## src/rtl/rs_mem_pkg.sv

```systemverilog
`default_nettype none
// +--------------------------------------------------------------------------+
// | Module      : rs_mem_pkg                                                 |
// | Description : Shared defaults and record types for the memory            |
// |               reservation station (load/store buffer).                   |
// | Contents    : RS_DEPTH / RS_TAG_W defaults, ctl_t (per-entry control),   |
// |               operand_t, entry_t (complete entry record), head_ready().  |
// | Revision    : 1.0  initial release                                       |
// +--------------------------------------------------------------------------+
package rs_mem_pkg;

   localparam int RS_DEPTH = 4;
   localparam int RS_TAG_W = 4;
   localparam int WORD_W   = 32;
   localparam int BHW_W    = 3;

   // Control part of an entry; the operand parts live in rs_mem_operand.
   typedef struct packed {
      logic              valid;
      logic              mem_w;
      logic [BHW_W-1:0]  bhw;
      logic [WORD_W-1:0] imm;
   } ctl_t;

   typedef struct packed {
      logic                rdy;
      logic [RS_TAG_W-1:0] tag;
      logic [WORD_W-1:0]   data;
   } operand_t;

   // Complete logical view of one buffer entry.
   typedef struct packed {
      ctl_t                ctl;
      logic [RS_TAG_W-1:0] index;
      operand_t            rs1;
      operand_t            rs2;
   } entry_t;

   // Loads never read rs2, so only stores wait on it.
   function automatic logic head_ready(input ctl_t c, input logic rs1_rdy,
                                       input logic rs2_rdy);
      return c.valid & rs1_rdy & (rs2_rdy | ~c.mem_w);
   endfunction

endpackage
`default_nettype wire

```

## src/rtl/rs_mem_if.sv

```systemverilog
`default_nettype none
// +--------------------------------------------------------------------------+
// | Module      : rs_mem_if                                                  |
// | Description : Dispatch, CDB and memory-FU bus of the memory reservation  |
// |               station.                                                   |
// | Modports    : slave  - the reservation station (consumes dispatch/CDB,   |
// |                        drives full and fu_*)                             |
// |               master - the surrounding pipeline                          |
// | Revision    : 1.0  initial release                                       |
// +--------------------------------------------------------------------------+
interface rs_mem_if
   import rs_mem_pkg::*;
#(
   parameter int TAG_W = RS_TAG_W
);
   // dispatch side
   logic              iss_valid;
   logic              iss_mem_w;
   logic [BHW_W-1:0]  iss_bhw;
   logic [WORD_W-1:0] iss_imm;
   logic              iss_rs1_rdy;
   logic              iss_rs2_rdy;
   logic [TAG_W-1:0]  iss_rs1_tag;
   logic [TAG_W-1:0]  iss_rs2_tag;
   logic [WORD_W-1:0] iss_rs1_data;
   logic [WORD_W-1:0] iss_rs2_data;
   logic [TAG_W-1:0]  iss_index;
   logic              full;
   // common data bus
   logic              cdb_valid;
   logic [TAG_W-1:0]  cdb_tag;
   logic [WORD_W-1:0] cdb_data;
   // memory functional unit
   logic              fu_idle;
   logic              fu_en;
   logic              fu_mem_w;
   logic [BHW_W-1:0]  fu_bhw;
   logic [WORD_W-1:0] fu_rs1_data;
   logic [WORD_W-1:0] fu_rs2_data;
   logic [WORD_W-1:0] fu_imm;
   logic [TAG_W-1:0]  fu_index;

   modport slave (
      input  iss_valid, iss_mem_w, iss_bhw, iss_imm, iss_rs1_rdy, iss_rs2_rdy,
             iss_rs1_tag, iss_rs2_tag, iss_rs1_data, iss_rs2_data, iss_index,
             cdb_valid, cdb_tag, cdb_data, fu_idle,
      output full, fu_en, fu_mem_w, fu_bhw, fu_rs1_data, fu_rs2_data, fu_imm,
             fu_index
   );

   modport master (
      output iss_valid, iss_mem_w, iss_bhw, iss_imm, iss_rs1_rdy, iss_rs2_rdy,
             iss_rs1_tag, iss_rs2_tag, iss_rs1_data, iss_rs2_data, iss_index,
             cdb_valid, cdb_tag, cdb_data, fu_idle,
      input  full, fu_en, fu_mem_w, fu_bhw, fu_rs1_data, fu_rs2_data, fu_imm,
             fu_index
   );

endinterface
`default_nettype wire

```

## src/rtl/rs_mem_operand.sv

```systemverilog
`default_nettype none
// +--------------------------------------------------------------------------+
// | Module      : rs_mem_operand                                             |
// | Description : One source operand {rdy, tag, data} of a buffer entry,     |
// |               with CDB snooping and dispatch-time CDB bypass.            |
// | Ports       : clk, rst        clock / synchronous active-high reset      |
// |               i_entry_valid   owning entry holds a live op               |
// |               i_load          entry is being written by dispatch         |
// |               i_ld_*          operand as presented by dispatch           |
// |               i_cdb_*         common data bus broadcast                  |
// |               o_rdy, o_data   registered operand state                   |
// | Revision    : 1.0  initial release                                       |
// +--------------------------------------------------------------------------+
module rs_mem_operand
   import rs_mem_pkg::*;
#(
   parameter int TAG_W = RS_TAG_W
) (
   input  wire logic              clk,
   input  wire logic              rst,
   input  wire logic              i_entry_valid,
   input  wire logic              i_load,
   input  wire logic              i_ld_rdy,
   input  wire logic [TAG_W-1:0]  i_ld_tag,
   input  wire logic [WORD_W-1:0] i_ld_data,
   input  wire logic              i_cdb_valid,
   input  wire logic [TAG_W-1:0]  i_cdb_tag,
   input  wire logic [WORD_W-1:0] i_cdb_data,
   output logic                   o_rdy,
   output logic [WORD_W-1:0]      o_data
);

   logic              rdy_q,  rdy_d;
   logic [TAG_W-1:0]  tag_q,  tag_d;
   logic [WORD_W-1:0] data_q, data_d;

   always_comb begin
      rdy_d  = rdy_q;
      tag_d  = tag_q;
      data_d = data_q;
      if (i_load) begin
         tag_d = i_ld_tag;
         if (i_ld_rdy) begin
            rdy_d  = 1'b1;
            data_d = i_ld_data;
         end else if (i_cdb_valid && (i_cdb_tag == i_ld_tag)) begin
            // Producer broadcasts on the very edge the consumer enters.
            rdy_d  = 1'b1;
            data_d = i_cdb_data;
         end else begin
            rdy_d  = 1'b0;
            data_d = '0;
         end
      end else if (i_entry_valid && !rdy_q && i_cdb_valid &&
                   (i_cdb_tag == tag_q)) begin
         rdy_d  = 1'b1;
         data_d = i_cdb_data;
      end
   end

   always_ff @(posedge clk) begin
      if (rst) begin
         rdy_q  <= 1'b0;
         tag_q  <= '0;
         data_q <= '0;
      end else begin
         rdy_q  <= rdy_d;
         tag_q  <= tag_d;
         data_q <= data_d;
      end
   end

   assign o_rdy  = rdy_q;
   assign o_data = data_q;

endmodule
`default_nettype wire

```

## src/rtl/rs_mem.sv

```systemverilog
`default_nettype none
// +--------------------------------------------------------------------------+
// | Module      : rs_mem                                                     |
// | Description : In-order load/store reservation station. Ops enter at the  |
// |               tail, wait for operands via CDB snooping and leave from    |
// |               the head only, preserving memory ordering.                 |
// | Ports       : clk   rising-edge clock                                    |
// |               rst   synchronous active-high reset                        |
// |               bus   rs_mem_if.slave: dispatch (iss_*, full), CDB (cdb_*),|
// |                     memory FU (fu_idle in, fu_en / fu_* out)             |
// | Revision    : 1.0  initial release                                       |
// +--------------------------------------------------------------------------+
module rs_mem
   import rs_mem_pkg::*;
#(
   parameter int DEPTH = RS_DEPTH,
   parameter int TAG_W = RS_TAG_W
) (
   input wire logic clk,
   input wire logic rst,
   rs_mem_if.slave  bus
);

   localparam int PTR_W = $clog2(DEPTH);
   localparam int CNT_W = $clog2(DEPTH + 1);
   localparam logic [CNT_W-1:0] C_FULL_COUNT = CNT_W'(DEPTH);
   localparam logic [PTR_W-1:0] C_PTR_ONE    = PTR_W'(1);

   ctl_t              ctl_q   [DEPTH];
   ctl_t              ctl_d   [DEPTH];
   logic [TAG_W-1:0]  index_q [DEPTH];
   logic [TAG_W-1:0]  index_d [DEPTH];
   logic [PTR_W-1:0]  head_q,  head_d;
   logic [PTR_W-1:0]  tail_q,  tail_d;
   logic [CNT_W-1:0]  count_q, count_d;

   logic [DEPTH-1:0]  w_rs1_rdy;
   logic [DEPTH-1:0]  w_rs2_rdy;
   logic [WORD_W-1:0] w_rs1_data [DEPTH];
   logic [WORD_W-1:0] w_rs2_data [DEPTH];

   logic              w_full;
   logic              w_enq;
   logic              w_deq;
   ctl_t              w_head;

   // Full looks only at registered occupancy: a dequeue in this cycle does
   // not make room for this cycle's dispatch.
   assign w_full = (count_q == C_FULL_COUNT);
   assign w_enq  = bus.iss_valid & ~w_full;
   assign w_head = ctl_q[head_q];
   assign w_deq  = head_ready(w_head, w_rs1_rdy[head_q], w_rs2_rdy[head_q]) &
                   bus.fu_idle;

   // FU presentation: head fields while the head is live, zero otherwise.
   always_comb begin
      bus.full        = w_full;
      bus.fu_en       = w_deq;
      bus.fu_mem_w    = 1'b0;
      bus.fu_bhw      = '0;
      bus.fu_imm      = '0;
      bus.fu_index    = '0;
      bus.fu_rs1_data = '0;
      bus.fu_rs2_data = '0;
      if (w_head.valid) begin
         bus.fu_mem_w    = w_head.mem_w;
         bus.fu_bhw      = w_head.bhw;
         bus.fu_imm      = w_head.imm;
         bus.fu_index    = index_q[head_q];
         bus.fu_rs1_data = w_rs1_data[head_q];
         bus.fu_rs2_data = w_rs2_data[head_q];
      end
   end

   always_comb begin
      ctl_d   = ctl_q;
      index_d = index_q;
      head_d  = head_q;
      tail_d  = tail_q;
      if (w_deq) begin
         ctl_d[head_q].valid = 1'b0;
         head_d              = head_q + C_PTR_ONE;
      end
      if (w_enq) begin
         ctl_d[tail_q].valid = 1'b1;
         ctl_d[tail_q].mem_w = bus.iss_mem_w;
         ctl_d[tail_q].bhw   = bus.iss_bhw;
         ctl_d[tail_q].imm   = bus.iss_imm;
         index_d[tail_q]     = bus.iss_index;
         tail_d              = tail_q + C_PTR_ONE;
      end
      count_d = count_q + CNT_W'(w_enq) - CNT_W'(w_deq);
   end

   always_ff @(posedge clk) begin
      if (rst) begin
         for (int i = 0; i < DEPTH; i++) begin
            ctl_q[i]   <= '0;
            index_q[i] <= '0;
         end
         head_q  <= '0;
         tail_q  <= '0;
         count_q <= '0;
      end else begin
         for (int i = 0; i < DEPTH; i++) begin
            ctl_q[i]   <= ctl_d[i];
            index_q[i] <= index_d[i];
         end
         head_q  <= head_d;
         tail_q  <= tail_d;
         count_q <= count_d;
      end
   end

   for (genvar g = 0; g < DEPTH; g++) begin : g_entry
      logic w_load;
      assign w_load = w_enq & (tail_q == PTR_W'(g));

      rs_mem_operand #(.TAG_W(TAG_W)) u_rs1 (
         .clk           (clk),
         .rst           (rst),
         .i_entry_valid (ctl_q[g].valid),
         .i_load        (w_load),
         .i_ld_rdy      (bus.iss_rs1_rdy),
         .i_ld_tag      (bus.iss_rs1_tag),
         .i_ld_data     (bus.iss_rs1_data),
         .i_cdb_valid   (bus.cdb_valid),
         .i_cdb_tag     (bus.cdb_tag),
         .i_cdb_data    (bus.cdb_data),
         .o_rdy         (w_rs1_rdy[g]),
         .o_data        (w_rs1_data[g])
      );

      rs_mem_operand #(.TAG_W(TAG_W)) u_rs2 (
         .clk           (clk),
         .rst           (rst),
         .i_entry_valid (ctl_q[g].valid),
         .i_load        (w_load),
         .i_ld_rdy      (bus.iss_rs2_rdy),
         .i_ld_tag      (bus.iss_rs2_tag),
         .i_ld_data     (bus.iss_rs2_data),
         .i_cdb_valid   (bus.cdb_valid),
         .i_cdb_tag     (bus.cdb_tag),
         .i_cdb_data    (bus.cdb_data),
         .o_rdy         (w_rs2_rdy[g]),
         .o_data        (w_rs2_data[g])
      );
   end

endmodule
`default_nettype wire

```

## src/flat_wrapper.sv

```systemverilog
// flat-port wrapper written by rule: the top's interface ports become plain ports
module rs_mem_flat import rs_mem_pkg::*;
#(
   parameter int DEPTH = RS_DEPTH,
   parameter int TAG_W = RS_TAG_W
)
  (clk, rst, bus_iss_valid, bus_iss_mem_w, bus_iss_bhw, bus_iss_imm, bus_iss_rs1_rdy, bus_iss_rs2_rdy, bus_iss_rs1_tag, bus_iss_rs2_tag, bus_iss_rs1_data, bus_iss_rs2_data, bus_iss_index, bus_cdb_valid, bus_cdb_tag, bus_cdb_data, bus_fu_idle, bus_full, bus_fu_en, bus_fu_mem_w, bus_fu_bhw, bus_fu_rs1_data, bus_fu_rs2_data, bus_fu_imm, bus_fu_index);
  rs_mem_if #(.TAG_W(TAG_W)) bus_i ();
  input wire logic clk;
  input wire logic rst;
  input wire logic [$bits(bus_i.iss_valid)-1:0] bus_iss_valid;
  input wire logic [$bits(bus_i.iss_mem_w)-1:0] bus_iss_mem_w;
  input wire logic [$bits(bus_i.iss_bhw)-1:0] bus_iss_bhw;
  input wire logic [$bits(bus_i.iss_imm)-1:0] bus_iss_imm;
  input wire logic [$bits(bus_i.iss_rs1_rdy)-1:0] bus_iss_rs1_rdy;
  input wire logic [$bits(bus_i.iss_rs2_rdy)-1:0] bus_iss_rs2_rdy;
  input wire logic [$bits(bus_i.iss_rs1_tag)-1:0] bus_iss_rs1_tag;
  input wire logic [$bits(bus_i.iss_rs2_tag)-1:0] bus_iss_rs2_tag;
  input wire logic [$bits(bus_i.iss_rs1_data)-1:0] bus_iss_rs1_data;
  input wire logic [$bits(bus_i.iss_rs2_data)-1:0] bus_iss_rs2_data;
  input wire logic [$bits(bus_i.iss_index)-1:0] bus_iss_index;
  input wire logic [$bits(bus_i.cdb_valid)-1:0] bus_cdb_valid;
  input wire logic [$bits(bus_i.cdb_tag)-1:0] bus_cdb_tag;
  input wire logic [$bits(bus_i.cdb_data)-1:0] bus_cdb_data;
  input wire logic [$bits(bus_i.fu_idle)-1:0] bus_fu_idle;
  output wire logic [$bits(bus_i.full)-1:0] bus_full;
  output wire logic [$bits(bus_i.fu_en)-1:0] bus_fu_en;
  output wire logic [$bits(bus_i.fu_mem_w)-1:0] bus_fu_mem_w;
  output wire logic [$bits(bus_i.fu_bhw)-1:0] bus_fu_bhw;
  output wire logic [$bits(bus_i.fu_rs1_data)-1:0] bus_fu_rs1_data;
  output wire logic [$bits(bus_i.fu_rs2_data)-1:0] bus_fu_rs2_data;
  output wire logic [$bits(bus_i.fu_imm)-1:0] bus_fu_imm;
  output wire logic [$bits(bus_i.fu_index)-1:0] bus_fu_index;
  assign bus_i.iss_valid = bus_iss_valid;
  assign bus_i.iss_mem_w = bus_iss_mem_w;
  assign bus_i.iss_bhw = bus_iss_bhw;
  assign bus_i.iss_imm = bus_iss_imm;
  assign bus_i.iss_rs1_rdy = bus_iss_rs1_rdy;
  assign bus_i.iss_rs2_rdy = bus_iss_rs2_rdy;
  assign bus_i.iss_rs1_tag = bus_iss_rs1_tag;
  assign bus_i.iss_rs2_tag = bus_iss_rs2_tag;
  assign bus_i.iss_rs1_data = bus_iss_rs1_data;
  assign bus_i.iss_rs2_data = bus_iss_rs2_data;
  assign bus_i.iss_index = bus_iss_index;
  assign bus_i.cdb_valid = bus_cdb_valid;
  assign bus_i.cdb_tag = bus_cdb_tag;
  assign bus_i.cdb_data = bus_cdb_data;
  assign bus_i.fu_idle = bus_fu_idle;
  assign bus_full = bus_i.full;
  assign bus_fu_en = bus_i.fu_en;
  assign bus_fu_mem_w = bus_i.fu_mem_w;
  assign bus_fu_bhw = bus_i.fu_bhw;
  assign bus_fu_rs1_data = bus_i.fu_rs1_data;
  assign bus_fu_rs2_data = bus_i.fu_rs2_data;
  assign bus_fu_imm = bus_i.fu_imm;
  assign bus_fu_index = bus_i.fu_index;
  rs_mem #(.DEPTH(DEPTH), .TAG_W(TAG_W)) u_core (.clk(clk), .rst(rst), .bus(bus_i));
endmodule
```

## config.mk

```make
export PLATFORM = sky130hd
export DESIGN_NAME = rs_mem_flat
export DESIGN_NICKNAME = d
export VERILOG_FILES = /design/src/rtl/rs_mem_pkg.sv /design/src/rtl/rs_mem_if.sv /design/src/rtl/rs_mem_operand.sv /design/src/rtl/rs_mem.sv /design/src/flat_wrapper.sv
export SDC_FILE = /design/constraint.sdc
export NUM_CORES = 1
export LEC_CHECK = 0
export CAP_MARGIN = 0
export CORE_ASPECT_RATIO = 1.5
export CORE_MARGIN = 5
export CORE_UTILIZATION = 35
export DETAILED_ROUTE_END_ITERATION = 10
export PLACE_DENSITY = 0.58
export SLEW_MARGIN = 40
export SYNTH_ARGS = -nofsm -noshare
export SYNTH_HDL_FRONTEND = slang
export SYNTH_HIERARCHICAL = 1
export SYNTH_SLANG_ARGS = --single-unit
```

## constraint.sdc

```tcl
create_clock -name clk -period 2.75 [get_ports clk]
set_input_delay 0.55 -clock clk [delete_from_list [all_inputs] [get_ports clk]]
set_output_delay 0.55 -clock clk [all_outputs]
set_load 0.02 [all_outputs]
```

; ---- Word-level counts from Yosys, hierarchy flattened
; Cells that the tools add are included.
[word_totals]
reg_bits = 467
input_bits = 155
output_inout_bits = 106
wordCells = 210
[op_classes]
n_addsub = 4
magnitude_cmp = 5
n_eq_ne = 14
mux = 82
bitwise_logic = 13
n_reduce_logical = 45
[op_table]
columns = cell, count
row1 = $mux 32, 28
row2 = $bwmux 148, 5
row3 = $demux 37 s2, 5
row4 = $mux 148, 2
row5 = $mux 37, 4
row6 = $bmux 32 s2, 2
row7 = $bmux 37 s2, 1
row8 = $eq 4x4->1, 10
row9 = $mux 36, 1
row10 = $mux 35, 1
row11 = $logic_and 1x1->1, 28
row12 = $mux 1, 23
row13 = $bwmux 16, 1
row14 = $mux 4, 4
row15 = $reduce_bool 2->1, 8
row16 = $and 1x1->1, 8
row17 = $bmux 4 s2, 1
row18 = $demux 4 s2, 1
row19 = $logic_not 1->1, 8
row20 = $ge 3x3->1 const B, 2
row21 = $lt 3x1->1 const B, 2
row22 = $not 2->3, 2
row23 = $add 2x1->2 const B, 2
row24 = $bmux 1 s2, 2
row25 = other kinds (10), 12

; ---- Depth between registers and ports, before layout
; Gate-level depths: netlist of run 1.
[logic_depth]
ltp_word = 14
depth_mapped = 12

; ---- Hierarchy
; The synthesis of run 1 kept the hierarchy.
[modules_own_cells]
columns = mod, instances, cells_each, area_each_um2
row1 = rs_mem_operand, 8, 218, 2289.7
row2 = rs_mem, 1, 1012, 9321.4

; ---- Worst setup path before layout of run 1
; OpenSTA, ideal clock, no wires.
[synth_timing]
kind = register -> register
from = reg u_core.head_q[0]
to = reg u_core.count_q[2]
setup_ns = 0.128
arrival_time_ns = 2.637
t_required_ns = 2.622
setup_slack_ns = -0.015
path_stages_with_launch = 12
synth_period_minus_slack_ns = 2.765
path_cell_list = dfxtp_1 > buf_4 > mux2i_1 > mux2_4 > nor4b_4 > ha_1 > inv_1 > ha_1 > fa_1 > xnor2_1 > xnor2_1 > nor2_1
[synth_via]
elab_chain_len = 9
[synth_lines]
columns = item, line_no
row1 = start: declaration, rs_mem.sv:33  ; logic [PTR_W-1:0] head_q, head_d;
row2 = start signal: assignment, rs_mem.sv:101  ; head_q <= '0;
row3 = start signal: assignment, rs_mem.sv:109  ; head_q <= head_d;
row4 = $not 2->3 (not written as such), rs_mem.sv:51  ; assign w_head = ctl_q[head_q];
row5 = $bmux 37 s2, rs_mem.sv:51
row6 = $mux 37 (not written as such) (2 in series), rs_mem.sv:51
row7 = $not 1->1, rs_mem_pkg.sv:42  ; return c.valid & rs1_rdy & (rs2_rdy | ~c.mem_w);
row8 = $or 1x1->1, rs_mem_pkg.sv:42
row9 = $and 1x1->1 *, rs_mem_pkg.sv:42
row10 = $and 1x1->1 *, rs_mem.sv:52  ; assign w_deq = head_ready(w_head, w_rs1_rdy[head_q], w_rs2_rdy[head_q]) &
row11 = net bus_fu_en, flat_wrapper.sv:27  ; output wire logic [$bits(bus_i.fu_en)-1:0] bus_fu_en;
row12 = $sub 3x1->3 *, rs_mem.sv:92  ; count_d = count_q + CNT_W'(w_enq) - CNT_W'(w_deq);
row13 = end signal: assignment, rs_mem.sv:111  ; count_q <= count_d;
row14 = end: declaration, rs_mem.sv:35  ; logic [CNT_W-1:0] count_q, count_d;
; The timed path passes the listed nets; every way through them passes the cells marked *. The select of a mux whose other input is x is not followed.
; A chain may end at the register's enable or synchronous reset.

; ---- Worst setup path in the final report of run 1
[layout_timing]
from = reg u_core.head_q[0]
to = out bus_fu_rs2_data[14]
[layout_via]
elab_chain_len = 5
[layout_lines]
columns = item, line_no
row1 = $not 2->3 (not written as such) *, "rs_mem.sv:51, rs_mem.sv:71"
row2 = $bmux 32 s2 / $bmux 37 s2 (equally long branches), "rs_mem.sv:71, rs_mem.sv:51"
row3 = $mux 32 (not written as such) / $mux 37 (equally long branches) (2 in series), "rs_mem.sv:71, rs_mem.sv:51"
row4 = $mux 32 *, rs_mem.sv:65  ; if (w_head.valid) begin
row5 = end: declaration, flat_wrapper.sv:31  ; output wire logic [$bits(bus_i.fu_rs2_data)-1:0] bus_fu_rs2_data;
; Mark *: on every way between the ends. The rest lies on a longest branch, timed or not. The select of a mux whose other input is x is not followed.

==> results of run 1 <==
-- worst min-delay path by stage --
stage / depth (start not counted) / slack (ps) / startpoint / endpoint
floorplan: 2 / 430 / u_core/ctl_q[100] / u_core/ctl_q[100]
global placement: 2 / 440 / u_core/ctl_q[66] / u_core/ctl_q[66]
detailed placement: 2 / 440 / u_core/ctl_q[84] / u_core/ctl_q[84]
CTS: 2 / 450 / u_core/ctl_q[84] / u_core/ctl_q[84]
global route: 2 / 470 / u_core/ctl_q[17] / u_core/ctl_q[17]
finish: 2 / 450 / u_core/ctl_q[84] / u_core/ctl_q[84]
-- cell families (layout without fill, tap and decap cells) --
group | after synthesis | in the layout
XOR/XNOR | 67 | 67
other | 0 | 15
multiplexers | 622 | 622
AO/OA/AOI/OAI | 255 | 255
adder cells (fa/ha/maj) | 11 | 11
buffers and inverters | 277 | 539
AND/OR/NAND/NOR | 1057 | 1057
flip-flops | 467 | 467
-- worst reg2reg max path, cell delays in order, from the launching register on --
cell     delay [ps]
dfxtp_4         380
buf_6           120
mux2i_1         110
mux2_4          350
buf_6           150
nor4b_4         320
buf_4           180
ha_4            130
inv_2            40
ha_4            140
fa_2            350
xnor2_2         170
xnor2_1         130
nor2_1           60
-- per-layer routing --
layer / vias up / part of all wire (%)
li1: 10334 / -
met1: 11234 / 40
met2: 744 / 49
met3: 207 / 6.8
met4: 10 / 3.5
met5: - / 0.076
-- state kept, by name, summed over array words and instances (netlist names) --
name	flops
u_core/index_q	16
u_core/g_entry.u_rs2/tag_q	16
u_core/count_q	3
u_core/g_entry.u_rs1/o_rdy	4
u_core/tail_q	2
u_core/head_q	2
u_core/ctl_q	148
u_core/g_entry.u_rs2/o_rdy	4
u_core/g_entry.u_rs1/o_data	128
u_core/g_entry.u_rs2/o_data	128
u_core/g_entry.u_rs1/tag_q	16
-- power breakdown --
part	internal (mW)	switching (mW)
Clock	3.99	2.97
Combinational	2.70	3.22
Sequential	7.39	0.359
-- stage by stage --
step | utilization [%] | area [sq um] | TNS [ps] | total power [mW]
3_3_place_gp | 40.6 | 31800 | -197 | 13.3
2_1_floorplan | - | 27600 | 0 | 11.5
3_5_place_dp | 40.6 | 31800 | -169 | 13.5
5_1_grt | 44.0 | 34500 | -8350 | 21.5
6_report | 44.0 | 34500 | -2760 | 20.6
4_1_cts | 43.3 | 34000 | -8520 | 20.6
-- repair_timing --
item                       4_1_cts  5_1_grt
pin swaps                        1        6
gates cloned                    11        2
gates resized for setup        541      175
setup buffers                   33        7
setup endpoints to repair      106       96
-- placed cells by master (no fill, tap or decap), drive strengths merged, types with 29 or more instances in the layout --
cell and instances:
a21oi 170, buf 263, clkbuf 81, clkdlybuf4s50 153, dfxtp 467, inv 29, mux2 242, mux2i 275
mux4 105, nand2 347, nand2b 242, nand4b 257, nor2 48, nor2b 130, xor2 64
-- layout make-up --
| cell class | count | area [sq um] |
|---|---|---|
| fill | 7392 | 44000 |
| multi-input combinational | 2012 | 17200 |
| sequential | 467 | 9360 |
| timing repair buffer | 421 | 4880 |
| clock buffer | 79 | 1490 |
| tap | 1024 | 1280 |
| clock inverter | 11 | 170 |
| inverter | 28 | 105 |
| antenna | 15 | 37.5 |
==> impl_metrics.tcl, run 1 <==
set metrics [dict create \
    ys_seq_elements 467 \
    synth_nets 2922 \
    place_hpwl_um 59400 \
    fin_cells 4057 \
    grt_pass1_vias 23705 \
    tightest_slew_ps 691 \
    remaining_drc_errors 0 \
    worst_skew_pair.late_latency_ps 620 \
    synthAdderAreaFrac_pct 0.525 \
    drtAntennaViolNets 0 \
    grt_antenna_before_repair 19 \
    yosys.area.top_type_share_pct 33.8 \
    dp_cells 3910 \
    yosysMostFrequentCell "dfxtp_1" \
    grt_usage_pct 21.7 \
    synthTopCellsByArea "dfxtp_1 34%, mux2i_1 10%, mux2_2 9.8%, mux4_2 8.5%, nand4b_1 8.1%" \
    ff2ff_setup_slack_ps 0 \
    port_buffers 260 \
    num_vias 22529 \
    gr-usage-met3_pct 5.39 \
    ir_drop_mv 0.491 \
    synth_top_flop_cell "dfxtp_1" \
    fin_skew_ps 46.7 \
    muxShareOfSynthArea_pct 28.4 \
    grt_first_pass_wirelength_um 144000 \
    drive_gt1_share_pct 26.9 \
    fmax_mhz 348 \
    crit_fanout 6 \
    setup_slack_ps -120 \
    maxSlewHeadroom_pct 53.9 \
    seq_area_frac_synth_pct 33.8 \
    yosys-top-cells-count "467 x dfxtp_1, 347 x nand2_1, 275 x mux2i_1" \
    violations "negative setup slack" \
    tritoncts.num_buffers 49 \
    cp-end-kind "primary output" \
    crit_chain "buf_6 > buf_12 > buf_16 > mux4_2 > nor2b_1 > buf_4" \
    crit_path_max_incr_delay_ps 550 \
    critPathTopFamily "buffers and inverters" \
    async_flop_share_pct 0 \
    syn_avg_cell_area_sq_um 10.0 \
    dr.pass1.iters 5 \
    worstSetupStartpointType "flop" \
    cts_root_buf "clkbuf_16" \
    crit_type "flop to primary output" \
    ios 261 \
    worstPathArrival_ps 2320 \
    cp-startpoint "u_core/head_q[0]" \
    synth_cell_types 40 \
    clkSinkCount 467 \
    htree_levels 2 \
    final.period_utilization_pct 104 \
    crit_cells 6 \
    yosysTopAreaCell "dfxtp_1" \
    p_leak_nw 13.3 \
    synth_edf_count 0 \
    postSynthCellCount 2756 \
    maxCapViolCount 0 \
    status "finished, violations left" \
    hold_slack_ps 453 \
    crit_path_end "bus_fu_rs2_data[14]" \
    wl_per_cell_um 23.8 \
    die_h_um 354 \
    postRouteWirelength_um 96600 \
    die_area_sq_um 84800 \
    die_x_um 239 \
    syn_area_sq_um 27600 \
    setup_violations 65 \
    rows 126 \
    grt_max_degree 113 \
    slew_viol_final 0 \
    required_ps 2200 \
    viasPerCell 5.55 \
    syn_to_final_growth_pct 25.0 \
    worstHoldPathType "flop to flop" \
    met2_usage_pct 37.3 \
    dp_slack_ps -154 \
    routabilityCongestion 0.872 \
    powerDensity_nw_per_um2 597 \
    yosys.area_share.simple_pct 23.3 \
    slowest_stage "mux4_2" \
    synth_compound_area_share_pct 5.84 \
    initial_utilization_pct 35.2 \
    path_clk_slew_ps 60 \
    min_period_ps 2870 \
    drt_iter0_markers 1663 \
    synth_top_family_by_area "multiplexers" \
    hold_violations 0 \
    cts_hold_buf 0 \
    rsz0062_at_grt "yes" \
    reg2regPathDepth 13 \
    cts_tree "yes" \
    synth_xor_area_share_pct 2.34 \
    core-area_sq_um 78500 \
    met1_usage_pct 26.3 \
    nets 3145 \
    timing.rr.start "u_core/head_q[0]" \
    r2r-end "u_core/count_q[2]" \
    busiest_layer "met2" \
    path_buf_inv 4 \
    globalRoute.totalOverflow 0 \
    synth.yosys.warnings 6 \
    cts.path.max_buffers 3 \
]
No activity file was read; power rests on OpenSTA's default activity.
==> run 2, diff against run 1 <==
GPL_TIMING_DRIVEN = 1   (was default)
PLACE_DENSITY = 0.56   (was 0.58)
SLEW_MARGIN = 20   (was 40)
clock period = 3.3 ns   (was 2.75 ns; I/O delays follow)
==> run 2 against run 1 <==
Net effect:
- the run now ends clean
- clock skew fell by 15 ps
- clock power fell by 21%
- via count fell by 1.2%
- first-iteration DRC count is 10% lower
- flip-flop and latch count unchanged
- critical endpoint is now bus_fu_rs2_data[25]
- total power shrank 19%
- utilization fell by 1.7 points
- count of clock-buffer cells in the layout decreased by 8
- sequential share of layout area grew 1.1 points
- critical path depth is the same
- non-clock buffer count decreased by 58
==> impl_metrics.tcl, run 2 (synthesis gave the netlist of run 1 again) <==
set metrics [dict create \
    remaining_drc_errors 0 \
    drtAntennaViolNets 0 \
    regMostFlops "u_core/ctl_q" \
    die_area_sq_um 84800 \
    worstHoldPathType "flop to flop" \
    finalInstanceArea_sq_um 33200 \
    min_period_ps 3240 \
    syn_to_final_growth_pct 20.1 \
    clkSinkCount 467 \
    hold_violations 0 \
    cts_tree "yes" \
    nets 3089 \
    gr-usage-met3_pct 3.62 \
    met2_usage_pct 38.4 \
    largest_reg_flops 148 \
    num_vias 22251 \
    p_leak_nw 13.1 \
    tns_ps 0 \
    core-area_sq_um 78500 \
    busiest_layer "met2" \
    final_common_cell "dfxtp_1" \
    worstPathArrival_ps 2580 \
    grt_antenna_before_repair 9 \
    place_hpwl_um 59700 \
    maxCapViolCount 0 \
    dr.pass1.iters 5 \
    placed_area_sq_um 31300 \
    drt_iter0_markers 1494 \
    grt_pass1_vias 23286 \
    powerDensity_nw_per_um2 501 \
    rsz0062_at_grt "yes" \
    wl_per_cell_um 24.4 \
    die_h_um 354 \
    tritoncts.num_buffers 50 \
    port_buffers 260 \
    path_clk_slew_ps 60 \
    worst_skew_pair.late_latency_ps 610 \
    grt_usage_pct 22.0 \
    viasPerCell 5.58 \
    fmax_mhz 309 \
    initial_utilization_pct 35.2 \
    cts.path.max_buffers 3 \
    required_ps 2640 \
    crit_fanout 10 \
    final.period_utilization_pct 98.1 \
    ir_drop_mv 0.388 \
    grt_first_pass_wirelength_um 145000 \
    cts_hold_buf 0 \
    ios 261 \
    setup_violations 0 \
    rows 126 \
    drive_gt1_share_pct 20.4 \
    hold_slack_ps 450 \
    fin_skew_ps 31.5 \
    grt_max_degree 127 \
    htree_levels 2 \
    final_cell_mix "464 x dfxtp_1, 347 x nand2_1, 273 x mux2i_1" \
    slew_viol_final 0 \
    met1_usage_pct 25.8 \
    tightest_slew_ps 895 \
    worstSetupStartpointType "flop" \
    postRouteWirelength_um 97500 \
    globalRoute.totalOverflow 0 \
    routabilityCongestion 0.819 \
    maxSlewHeadroom_pct 40.4 \
    cp-end-kind "primary output" \
    crit_type "flop to primary output" \
    die_x_um 239 \
    cts_root_buf "clkbuf_16" \
    status "finished clean" \
]
==> run 2: changes by cell type in the layout (fill, tap and decap cells not counted), moves of 9 or more <==
cell,previous run,this run
clkbuf_2,0,10
buf_6,61,1
dlymetal6s2s_1,0,14
nor2b_4,44,0
nor2b_1,75,130
buf_12,71,41
diode_2,15,6
dlygate4sd2_1,1,73
buf_4,92,50
nor2b_2,11,0
buf_2,25,0
==> run 2: worst paths after layout <==
check / cells past startpoint / end / startpoint / slack, ps
setup / recovery: 6 / bus_fu_rs2_data[25] / u_core/head_q[0] / 60
hold reg to reg: 2 / u_core/ctl_q[71] / u_core/ctl_q[71] / 450
hold / removal: 2 / u_core/ctl_q[71] / u_core/ctl_q[71] / 450
setup reg to reg: 12 / u_core/count_q[2] / u_core/head_q[0] / 360
==> run 2: report_power, final <==
part / total [mW] / internal (mW) / switching [mW]
combinational: 4.64 / 2.06 / 2.58
clock: 5.52 / 3.09 / 2.43
sequential: 6.47 / 6.16 / 0.308
==> run 2: repair_timing <==
item	CTS	global route
buffers inserted	7	3
gates cloned	6	1
gates resized for setup	106	44
setup endpoints to repair	105	16
==> run 2: cell type report <==
class / instances / area, sq um
antenna: 6 / 15.0
clock buffer: 71 / 1470
clock inverter: 16 / 90.1
fill: 7663 / 45300
inverter: 28 / 105
multi-input combinational: 2013 / 16900
sequential: 467 / 9360
tap: 1024 / 1280
timing repair buffer: 363 / 4010
==> run 2: metrics by stage <==
step	worst slack [ps]	std cells	power (mW)	util (%)
after global placement	203	3878	11.1	39.9
after global routing	-44.7	3984	17.4	42.3
after CTS	-90.8	3978	16.8	42.2
final	64.3	3988	16.6	42.3
after detailed placement	173	3878	11.2	39.9
after floorplan	535	2756	9.58	-
==> run 2: per-layer routing <==
metal	vias to the layer above	share of wire [%]
li1	10186	-
met1	11088	39
met2	770	50
met3	201	5.5
met4	6	5.5
met5	-	0.035
==> run 2: worst max-delay path, cell delays in order, from the launching register on <==
cell and delay, ps:
dfxtp_4 430, buf_4 170, buf_12 140, bufbuf_16 300, mux4_2 520, nor2b_1 150, clkdlybuf4s15_1 280
